`config.mk`:
```
export PLATFORM = sky130hd
export DESIGN_NAME = fmul_norm_round
export DESIGN_NICKNAME = d
export VERILOG_FILES = /design/src/rtl/fpu_pkg.sv /design/src/rtl/fmul_round.sv /design/src/rtl/fmul_norm_round.sv
export SDC_FILE = /design/constraint.sdc
export NUM_CORES = 1
export LEC_CHECK = 0
export ABC_CLOCK_PERIOD_IN_PS = 6100
export BUFFER_PORTS_ARGS = -buffer_cell sky130_fd_sc_hd__clkbuf_2
export CELL_PAD_IN_SITES_DETAIL_PLACEMENT = 0
export CELL_PAD_IN_SITES_GLOBAL_PLACEMENT = 1
export CORE_MARGIN = 8
export CORE_UTILIZATION = 44
export DETAILED_ROUTE_END_ITERATION = 16
export MAX_ROUTING_LAYER = met4
export PLACE_DENSITY_LB_ADDON = 0.3
export SKIP_CTS_REPAIR_TIMING = 1
export SLEW_MARGIN = 20
export SYNTH_ARGS = -nofsm -noshare
export SYNTH_HDL_FRONTEND = slang
export SYNTH_SLANG_ARGS = --single-unit
```
`constraint.sdc`:
```
create_clock -name clk -period 6.1 [get_ports clk]
set_input_delay 0.61 -clock clk [delete_from_list [all_inputs] [get_ports clk]]
set_output_delay 0.61 -clock clk [all_outputs]
set_load 0.03 [all_outputs]
```
`src/rtl/fpu_pkg.sv`:
```
// fpu_pkg: shared FPU rounding-mode codes, IEEE-754 single constants and exception flag bit positions
package fpu_pkg;
  typedef enum logic [1:0] {
    RM_RNE = 2'b00,
    RM_RDN = 2'b01,
    RM_RUP = 2'b10,
    RM_RZ  = 2'b11
  } rm_e;
  localparam logic [31:0] NAN_DEFAULT = 32'h7fc00000;
  localparam logic [31:0] INF         = 32'h7f800000;
  localparam logic [31:0] FLT_MAX     = 32'h7f7fffff;
  localparam int FL_NV = 3;
  localparam int FL_OF = 2;
  localparam int FL_UF = 1;
  localparam int FL_NX = 0;
endpackage

```
`src/rtl/fmul_round.sv`:
```
// fmul_round: combinational rounder; {m,g,st,sign,rm,e} in, {frac,exp,overflow,inexact} out (m has hidden bit at [23])
module fmul_round
  import fpu_pkg::*;
(
  input  logic [23:0] m,
  input  logic        g,
  input  logic        st,
  input  logic        sign,
  input  logic [1:0]  rm,
  input  logic [9:0]  e,
  output logic [22:0] frac,
  output logic [7:0]  exp,
  output logic        overflow,
  output logic        inexact
);
  logic        inc;
  logic [24:0] sum;
  logic [10:0] e_r;
  always_comb begin
    inexact  = g | st;
    inc      = rm == RM_RNE ? g & (st | m[0]) :
               rm == RM_RDN ? sign & inexact :
               rm == RM_RUP ? ~sign & inexact : 1'b0;
    sum      = {1'b0, m} + {24'd0, inc};
    // a clear hidden bit after rounding means the carry reached bit 24: mantissa becomes 1.0
    frac     = sum[23] ? sum[22:0] : 23'd0;
    e_r      = {e[9], e} + {10'd0, sum[24]};
    exp      = e_r[7:0];
    overflow = ~e_r[10] & (e_r[9:0] >= 10'd255);
  end
endmodule

```
`src/rtl/fmul_norm_round.sv`:
```
// fmul_norm_round: 2-stage normalise/round/pack of a single-precision product with valid/ready back-pressure
//   in:  clk, rst, in_valid, z[39:0], z_lo_nz, sign, exp_in[9:0], is_nan, is_inf, is_zero, rm[1:0], out_ready
//   out: in_ready, out_valid, s[31:0]
//   FMUL_NR_FLAGS_EN adds in_nv, flags_clr (in) and sticky flags[3:0] = {nv,of,uf,nx} (out)
module fmul_norm_round
  import fpu_pkg::*;
#(
  parameter logic [31:0] NAN_VALUE = NAN_DEFAULT
) (
  input  logic        clk,
  input  logic        rst,
  input  logic        in_valid,
  output logic        in_ready,
  input  logic [39:0] z,
  input  logic        z_lo_nz,
  input  logic        sign,
  input  logic [9:0]  exp_in,
  input  logic        is_nan,
  input  logic        is_inf,
  input  logic        is_zero,
  input  logic [1:0]  rm,
`ifdef FMUL_NR_FLAGS_EN
  input  logic        in_nv,
  input  logic        flags_clr,
  output logic [3:0]  flags,
`endif
  output logic        out_valid,
  input  logic        out_ready,
  output logic [31:0] s
);
  logic        v1, v2, adv1, adv2;
  logic [23:0] m_n, m1;
  logic        g_n, st_n, g1, st1, sign1, nan1, inf1, zero1;
  logic [9:0]  e_n, e1;
  logic [1:0]  rm1;
  logic [22:0] frac;
  logic [7:0]  exp_r;
  logic        ovf, inexact, flush, ovf_inf;
  logic [31:0] s_n;
  assign adv2      = ~v2 | out_ready;
  assign adv1      = ~v1 | adv2;
  assign in_ready  = adv1;
  assign out_valid = v2;
  always_comb begin
    m_n  = z[39] ? z[39:16] : z[38:15];
    g_n  = z[39] ? z[15] : z[14];
    st_n = (z[39] ? |z[14:0] : |z[13:0]) | z_lo_nz;
    e_n  = z[39] ? exp_in + 10'd1 : exp_in;
  end
  always_ff @(posedge clk)
    if (adv1 & in_valid) begin
      m1    <= m_n;
      g1    <= g_n;
      st1   <= st_n;
      e1    <= e_n;
      sign1 <= sign;
      rm1   <= rm;
      nan1  <= is_nan;
      inf1  <= is_inf;
      zero1 <= is_zero;
    end
  fmul_round u_round (
    .m(m1), .g(g1), .st(st1), .sign(sign1), .rm(rm1), .e(e1),
    .frac(frac), .exp(exp_r), .overflow(ovf), .inexact(inexact)
  );
  always_comb begin
    flush   = e1[9] | (e1 == 10'd0);
    ovf_inf = rm1 == RM_RNE | (rm1 == RM_RUP & ~sign1) | (rm1 == RM_RDN & sign1);
    s_n     = nan1  ? NAN_VALUE :
              inf1  ? {sign1, INF[30:0]} :
              zero1 | flush ? {sign1, 31'd0} :
              ovf   ? {sign1, ovf_inf ? INF[30:0] : FLT_MAX[30:0]} :
                      {sign1, exp_r, frac};
  end
  always_ff @(posedge clk)
    if (rst) begin
      v1 <= 1'b0;
      v2 <= 1'b0;
      s  <= 32'd0;
    end else begin
      if (adv1) v1 <= in_valid;
      if (adv2) v2 <= v1;
      if (adv2 & v1) s <= s_n;
    end
`ifdef FMUL_NR_FLAGS_EN
  logic       nv1;
  logic [3:0] fl_n, fl2;
  always_ff @(posedge clk)
    if (adv1 & in_valid) nv1 <= in_nv;
  always_comb begin
    fl_n        = 4'd0;
    fl_n[FL_NV] = nv1;
    fl_n[FL_OF] = ~(nan1 | inf1 | zero1) & ~flush & ovf;
    fl_n[FL_UF] = ~(nan1 | inf1 | zero1) & flush;
    fl_n[FL_NX] = ~(nan1 | inf1 | zero1) & inexact;
  end
  always_ff @(posedge clk)
    if (adv2 & v1) fl2 <= fl_n;
  always_ff @(posedge clk)
    if (rst) flags <= 4'd0;
    else flags <= (flags_clr ? 4'd0 : flags) | (v2 & out_ready ? fl2 : 4'd0);
`else
  logic unused_nx;
  assign unused_nx = inexact;
`endif
endmodule

```
* Word level (Yosys, flattened, before mapping)
Cells that the tools add are included.
** Word-level totals
- Flip-flop bits (word level) :: 76
- Output and inout port bits :: 34
** Cells by class
- Add/sub/neg operators :: 3
- Magnitude comparators :: 1
- Eq/ne operators :: 2
- Mux-type cells :: 13
- Bitwise gates (word level) :: 21
- Reduce and logical (&&, ||, !) cells :: 4
** Operators with widths (number)
- 2-to-1 mux 31 bit :: 3
- 2-to-1 mux 23 bit :: 2
- 2-to-1 mux 32 bit :: 1
- adder 24 x 1 -> 25 bit :: 1
- 2-to-1 mux 24 bit :: 1
- OR reduction 15 bit :: 1
- OR reduction 14 bit :: 1
- adder 10 x 2 -> 11 bit :: 1
- adder 10 x 1 -> 10 bit (second input constant) :: 1
- >= comparator 10 x 8 -> 1 bit (second input constant) :: 1
- logical NOT 10 bit :: 1
- 2-to-1 mux 10 bit :: 1
- bitwise OR 1 bit :: 9
- bitwise AND 1 bit :: 8
- 2-to-1 mux 1 bit :: 5
- inverter 1 bit :: 4
- equality test 2 x 1 -> 1 bit (second input constant) :: 1
- equality test 2 bit (second input constant) :: 1
- logical NOT 2 bit :: 1

* Depth between registers and ports, before layout
- Depth in word-level cells :: 13
- Mapped depth :: 18
- Gate-level depth less buffers :: 16

* Hierarchy
Synthesis repeated with hierarchy kept, for this count alone.
** Second synthesis, totals
- Cell total of the unflattened synthesis :: 406
- Area, all modules :: 4214.0 µm²
** Modules (own cells, without submodules)
- fmul_norm_round :: times used 1, cells each 264, area an instance 3270.6 µm², seq. area each 1941.9 µm²
- fmul_round :: times used 1, cells each 142, area an instance 943.4 µm², seq. area each 0.0 µm²

* Least setup slack after synthesis
Ideal clock, no wire load.
- Kind :: reg-to-reg
- From :: register sign1
- To :: register s[24]
- Library setup time :: 0.127 ns
- Data arrival time :: 3.693 ns
- Slack :: 2.280 ns
- Stages on the path, launching flop included :: 18
- Buffers on the path :: 2
- Period minus slack after synthesis :: 3.820 ns
- Cell sequence :: edfxtp_1 > mux2_2 > nor3_1 > ha_1 > ha_1 > nand4_1 > nor4_1 > and3_1 > and3_1 > ha_1 > nand2b_1 > o22ai_1 > and4_1 > o31a_1 > buf_2 > nor2b_1 > clkbuf_1 > a31oi_1
** On the way
- Longest elaborated chain between the ends :: 13
- Elaborated cells on any way between the ends :: 15
** Ends and longest elaborated chain
- from (decl) :: RTL line fmul_norm_round.sv:33 : logic g_n, st_n, g1, st1, sign1, nan1, inf1, zero1;
- from (signal assigned) :: RTL line fmul_norm_round.sv:56 : sign1 <= sign;
- inverter 1 bit :: RTL line fmul_round.sv:23 : rm == RM_RUP ? ~sign & inexact : 1'b0;
- bitwise AND 1 bit :: RTL line fmul_round.sv:23
- 2-to-1 mux 1 bit :: RTL line fmul_round.sv:23
- 2-to-1 mux 1 bit * :: RTL line fmul_round.sv:22 : rm == RM_RDN ? sign & inexact :
- 2-to-1 mux 1 bit * :: RTL line fmul_round.sv:21 : inc = rm == RM_RNE ? g & (st | m[0]) :
- adder 24 x 1 -> 25 bit * :: RTL line fmul_round.sv:24 : sum = {1'b0, m} + {24'd0, inc};
- adder 10 x 2 -> 11 bit * :: RTL line fmul_round.sv:27 : e_r = {e[9], e} + {10'd0, sum[24]};
- >= comparator 10 x 8 -> 1 bit / inverter 1 bit (equally long branches) :: RTL line fmul_round.sv:29 : overflow = ~e_r[10] & (e_r[9:0] >= 10'd255);
- bitwise AND 1 bit :: RTL line fmul_round.sv:29
- 2-to-1 mux 31 bit * :: RTL line fmul_norm_round.sv:72 : ovf ? {sign1, ovf_inf ? INF[30:0] : FLT_MAX[30:0]} :
- 2-to-1 mux 31 bit * :: RTL line fmul_norm_round.sv:71 : zero1 | flush ? {sign1, 31'd0} :
- 2-to-1 mux 31 bit * :: RTL line fmul_norm_round.sv:70 : inf1 ? {sign1, INF[30:0]} :
- 2-to-1 mux 32 bit * :: RTL line fmul_norm_round.sv:69 : s_n = nan1 ? NAN_VALUE :
- to (signal assigned) :: RTL line fmul_norm_round.sv:83 : if (adv2 & v1) s <= s_n;
- to (decl) :: RTL line fmul_norm_round.sv:29 : output logic [31:0] s
Mark *: on every way between the ends. The rest lies on a longest branch, timed or not.
A chain may end at the register's enable or synchronous reset.

* Worst setup path after layout
Ends and elaborated chain as after synthesis.

==> flow_metrics.env <==
export IMPL_synthesis_nets=438
export IMPL_fin_crit_ns=4.82
export IMPL_drc=0
export IMPL_wire_per_inst_um=14.7
export IMPL_clk_pin_slew_ns=0.07
export IMPL_cts_root_buf="clkbuf_8"
export IMPL_insertion_delay_ns=0.35
export IMPL_ys_types=49
export IMPL_stdcell_count=573
export IMPL_fp_row_count=34
export IMPL_required_ns=6.37
export IMPL_worstHoldPathType="primary input to register"
export IMPL_die_area_sq_mm=0.0121
export IMPL_synth_edff_count=42
export IMPL_powerDensity_mw_per_mm2=254
export IMPL_cp_arrival_ns=5.10
export IMPL_switchingPower_uw=271
export IMPL_worst_pin_slew_ns=1.07
export IMPL_vias=2935
export IMPL_p_clk_share_pct=38.7
export IMPL_vias_per_cell=5.12
export IMPL_grt_util_met1_pct=20.4
export IMPL_slew_violations=0
export IMPL_ys_seq_area_share_pct=49.8
export IMPL_grt_pass1_wl_mm=13.2
export IMPL_dr_pass1_iters=4
export IMPL_fin_crit_sh_pct=79.0
export IMPL_antenna_cells=0
export IMPL_cts_tree="yes"
export IMPL_drv_cap=0
export IMPL_clock_sinks=76
export IMPL_cts_buffers=9
export IMPL_ir_drop_mv=0.0897
export IMPL_wl_mm=8.42
export IMPL_synth_seq_cells=76
export IMPL_final_setup_viol_count=0
export IMPL_grt_busiest_layer="met1"
export IMPL_p_seq_share_pct=50.1
export IMPL_intPower_uw=916
export IMPL_place_congestion=0.884
export IMPL_layout_drive_gt1_share_pct=33.3
export IMPL_synth_area_leaders="edfxtp_1, dfxtp_1, mux2_2"
export IMPL_place_inst=557
export IMPL_grtUsageMet3_pct=3.14
export IMPL_fp_dieH_um=110
export IMPL_grt_total_usage_pct=14.3
export IMPL_ys_flop_type="edfxtp_1"
export IMPL_numPortBuffers=94
export IMPL_grt_max_degree=43
export IMPL_criticalPathCategory="register to register"
export IMPL_h_tree_depth=3
export IMPL_avgSynthCellArea_sq_um=10.5
export IMPL_area_growth_pct=20.0
export IMPL_clock_skew_ns=0.0109
export IMPL_fmax_ghz=0.207
export IMPL_relSlewSlack_pct=28.3
export IMPL_hold_viol=0
export IMPL_ys_async_sr_fraction_pct=0
export IMPL_leakage_nw=1.82
export IMPL_initial_core_util_pct=45.0
export IMPL_synth_top_area_share_pct=32.3
export IMPL_grt_pass1_vias=2809
export IMPL_antenna_left=0
export IMPL_coreArea_sq_mm=0.00868
export IMPL_chipWidth_um=110
export IMPL_overflow=0
export IMPL_synth_largest_area_cell="edfxtp_1"
export IMPL_clk_path_buf_depth=2
export IMPL_finalSetupTns_ns=0
export IMPL_final_nets=526
export IMPL_p_comb_share_pct=11.2
export IMPL_hpwl_mm=6.62
export IMPL_cp_max_fo=25
export IMPL_yosysWarnings=0
export IMPL_syn_area_sq_mm=0.00390
export IMPL_rsz0062_at_grt="false"
export IMPL_outcome="completed"
export IMPL_p_sw_share_pct=22.9
export IMPL_io_pins=95
export IMPL_grtUsageMet2_pct=19.0
export IMPL_synthTopCellsByCount="edfxtp_1, nand2_1, dfxtp_1"
export IMPL_antenna_found_initial=0
export IMPL_synth_most_common_cell="edfxtp_1"
export IMPL_first_iter_violations=146
export IMPL_critPathCaptureType="register"
export IMPL_syn_inst=372
export IMPL_start_kind="register"
worst max-delay path, cell delays in order, from the launching register on:
cell and delay (ns):
edfxtp_1 0.38, mux2_2 0.37, nor3_1 0.18, ha_1 0.22, ha_1 0.24, nand4_1 0.14, nor4_1 0.56, and3_1 0.28
and3_1 0.20, ha_1 0.28, nand2_1 0.08, o22ai_1 0.15, and4_1 0.23, o31a_1 0.85, nor2b_1 0.33, a31oi_1 0.24
path summary, 6_finish.rpt:
| kind | from | to | slack (ns) | depth (start not counted) |
|---|---|---|---|---|
| max | sign1$_DFFE_PP_ | s[24]$_SDFFE_PP0P_ | 1.28 | 15 |
| min | is_zero | zero1$_DFFE_PP_ | 0.44 | 1 |
| max reg2reg | sign1$_DFFE_PP_ | s[24]$_SDFFE_PP0P_ | 1.28 | 15 |
| min reg2reg | s[8]$_SDFFE_PP0P_ | s[8]$_SDFFE_PP0P_ | 0.44 | 2 |
power groups by stage:
| stage | combinational, mW | sequential, mW | clock, mW |
|---|---|---|---|
| after detailed placement | 0.133 | 0.607 | 0 |
| after CTS | 0.134 | 0.595 | 0.469 |
| after global routing | 0.146 | 0.599 | 0.496 |
| after global placement | 0.132 | 0.606 | 0 |
| after floorplan | 0.0820 | 0.609 | 0 |
| final | 0.133 | 0.595 | 0.459 |
logic make-up after synthesis:
logic type	count (synthesis)	share of synthesized area (%)
AND/OR/NAND/NOR	131	17.9
adder cells (fa/ha/maj)	5	1.60
AO/OA/AOI/OAI	75	11.4
multiplexers	28	8.02
XOR/XNOR	36	8.56
flip-flops	76	49.8
buffers and inverters	21	2.69
metrics by stage:
step | worst slack (ns) | area (sq um) | hold WS (ns) | utilization [%] | power [mW]
floorplan | 2.28 | 3900 | 0.496 | - | 0.691
global placement | 1.48 | 4420 | 0.435 | 51.0 | 0.738
detailed placement | 1.36 | 4420 | 0.440 | 51.0 | 0.739
CTS | 1.32 | 4680 | 0.427 | 54.0 | 1.20
global route | 0.890 | 4680 | 0.420 | 54.0 | 1.24
finish | 1.28 | 4680 | 0.441 | 54.0 | 1.19
registers in the layout, indices dropped and copies added, names as in the netlist:
name / flops
v1: 1
sign1: 1
zero1: 1
g1: 1
inf1: 1
s: 32
nan1: 1
e1: 10
m1: 24
st1: 1
rm1: 2
out_valid: 1
area by class of cell:
cell class / count / area, sq um
timing repair buffer: 95 / 478
clock inverter: 1 / 30.0
inverter: 3 / 11.3
tap: 108 / 135
multi-input combinational: 275 / 1860
fill: 819 / 4000
sequential: 76 / 1940
clock buffer: 15 / 230
layout by cell type, fill, tap and decap left out, types with 5 or more instances in the layout:
master / count
clkbuf_2: 94
edfxtp_1: 42
nand2_1: 40
dfxtp_1: 34
mux2_2: 26
a21oi_1: 23
xnor2_1: 22
o21ai_0: 22
nor2_1: 20
nand4_1: 16
xor2_1: 13
clkbuf_8: 11
and3_1: 10
nand3_1: 9
a21oi_2: 9
o21ai_1: 9
nor4_1: 7
nor3_1: 6
ha_1: 5
metal layers:
layer / part of all wire, % / wire (um)
met3: 6.2 / 524
met2: 41 / 3470
met1: 52 / 4370
met5: 0 / 0
met4: 0.65 / 55
(Power assumes the default switching activity.)
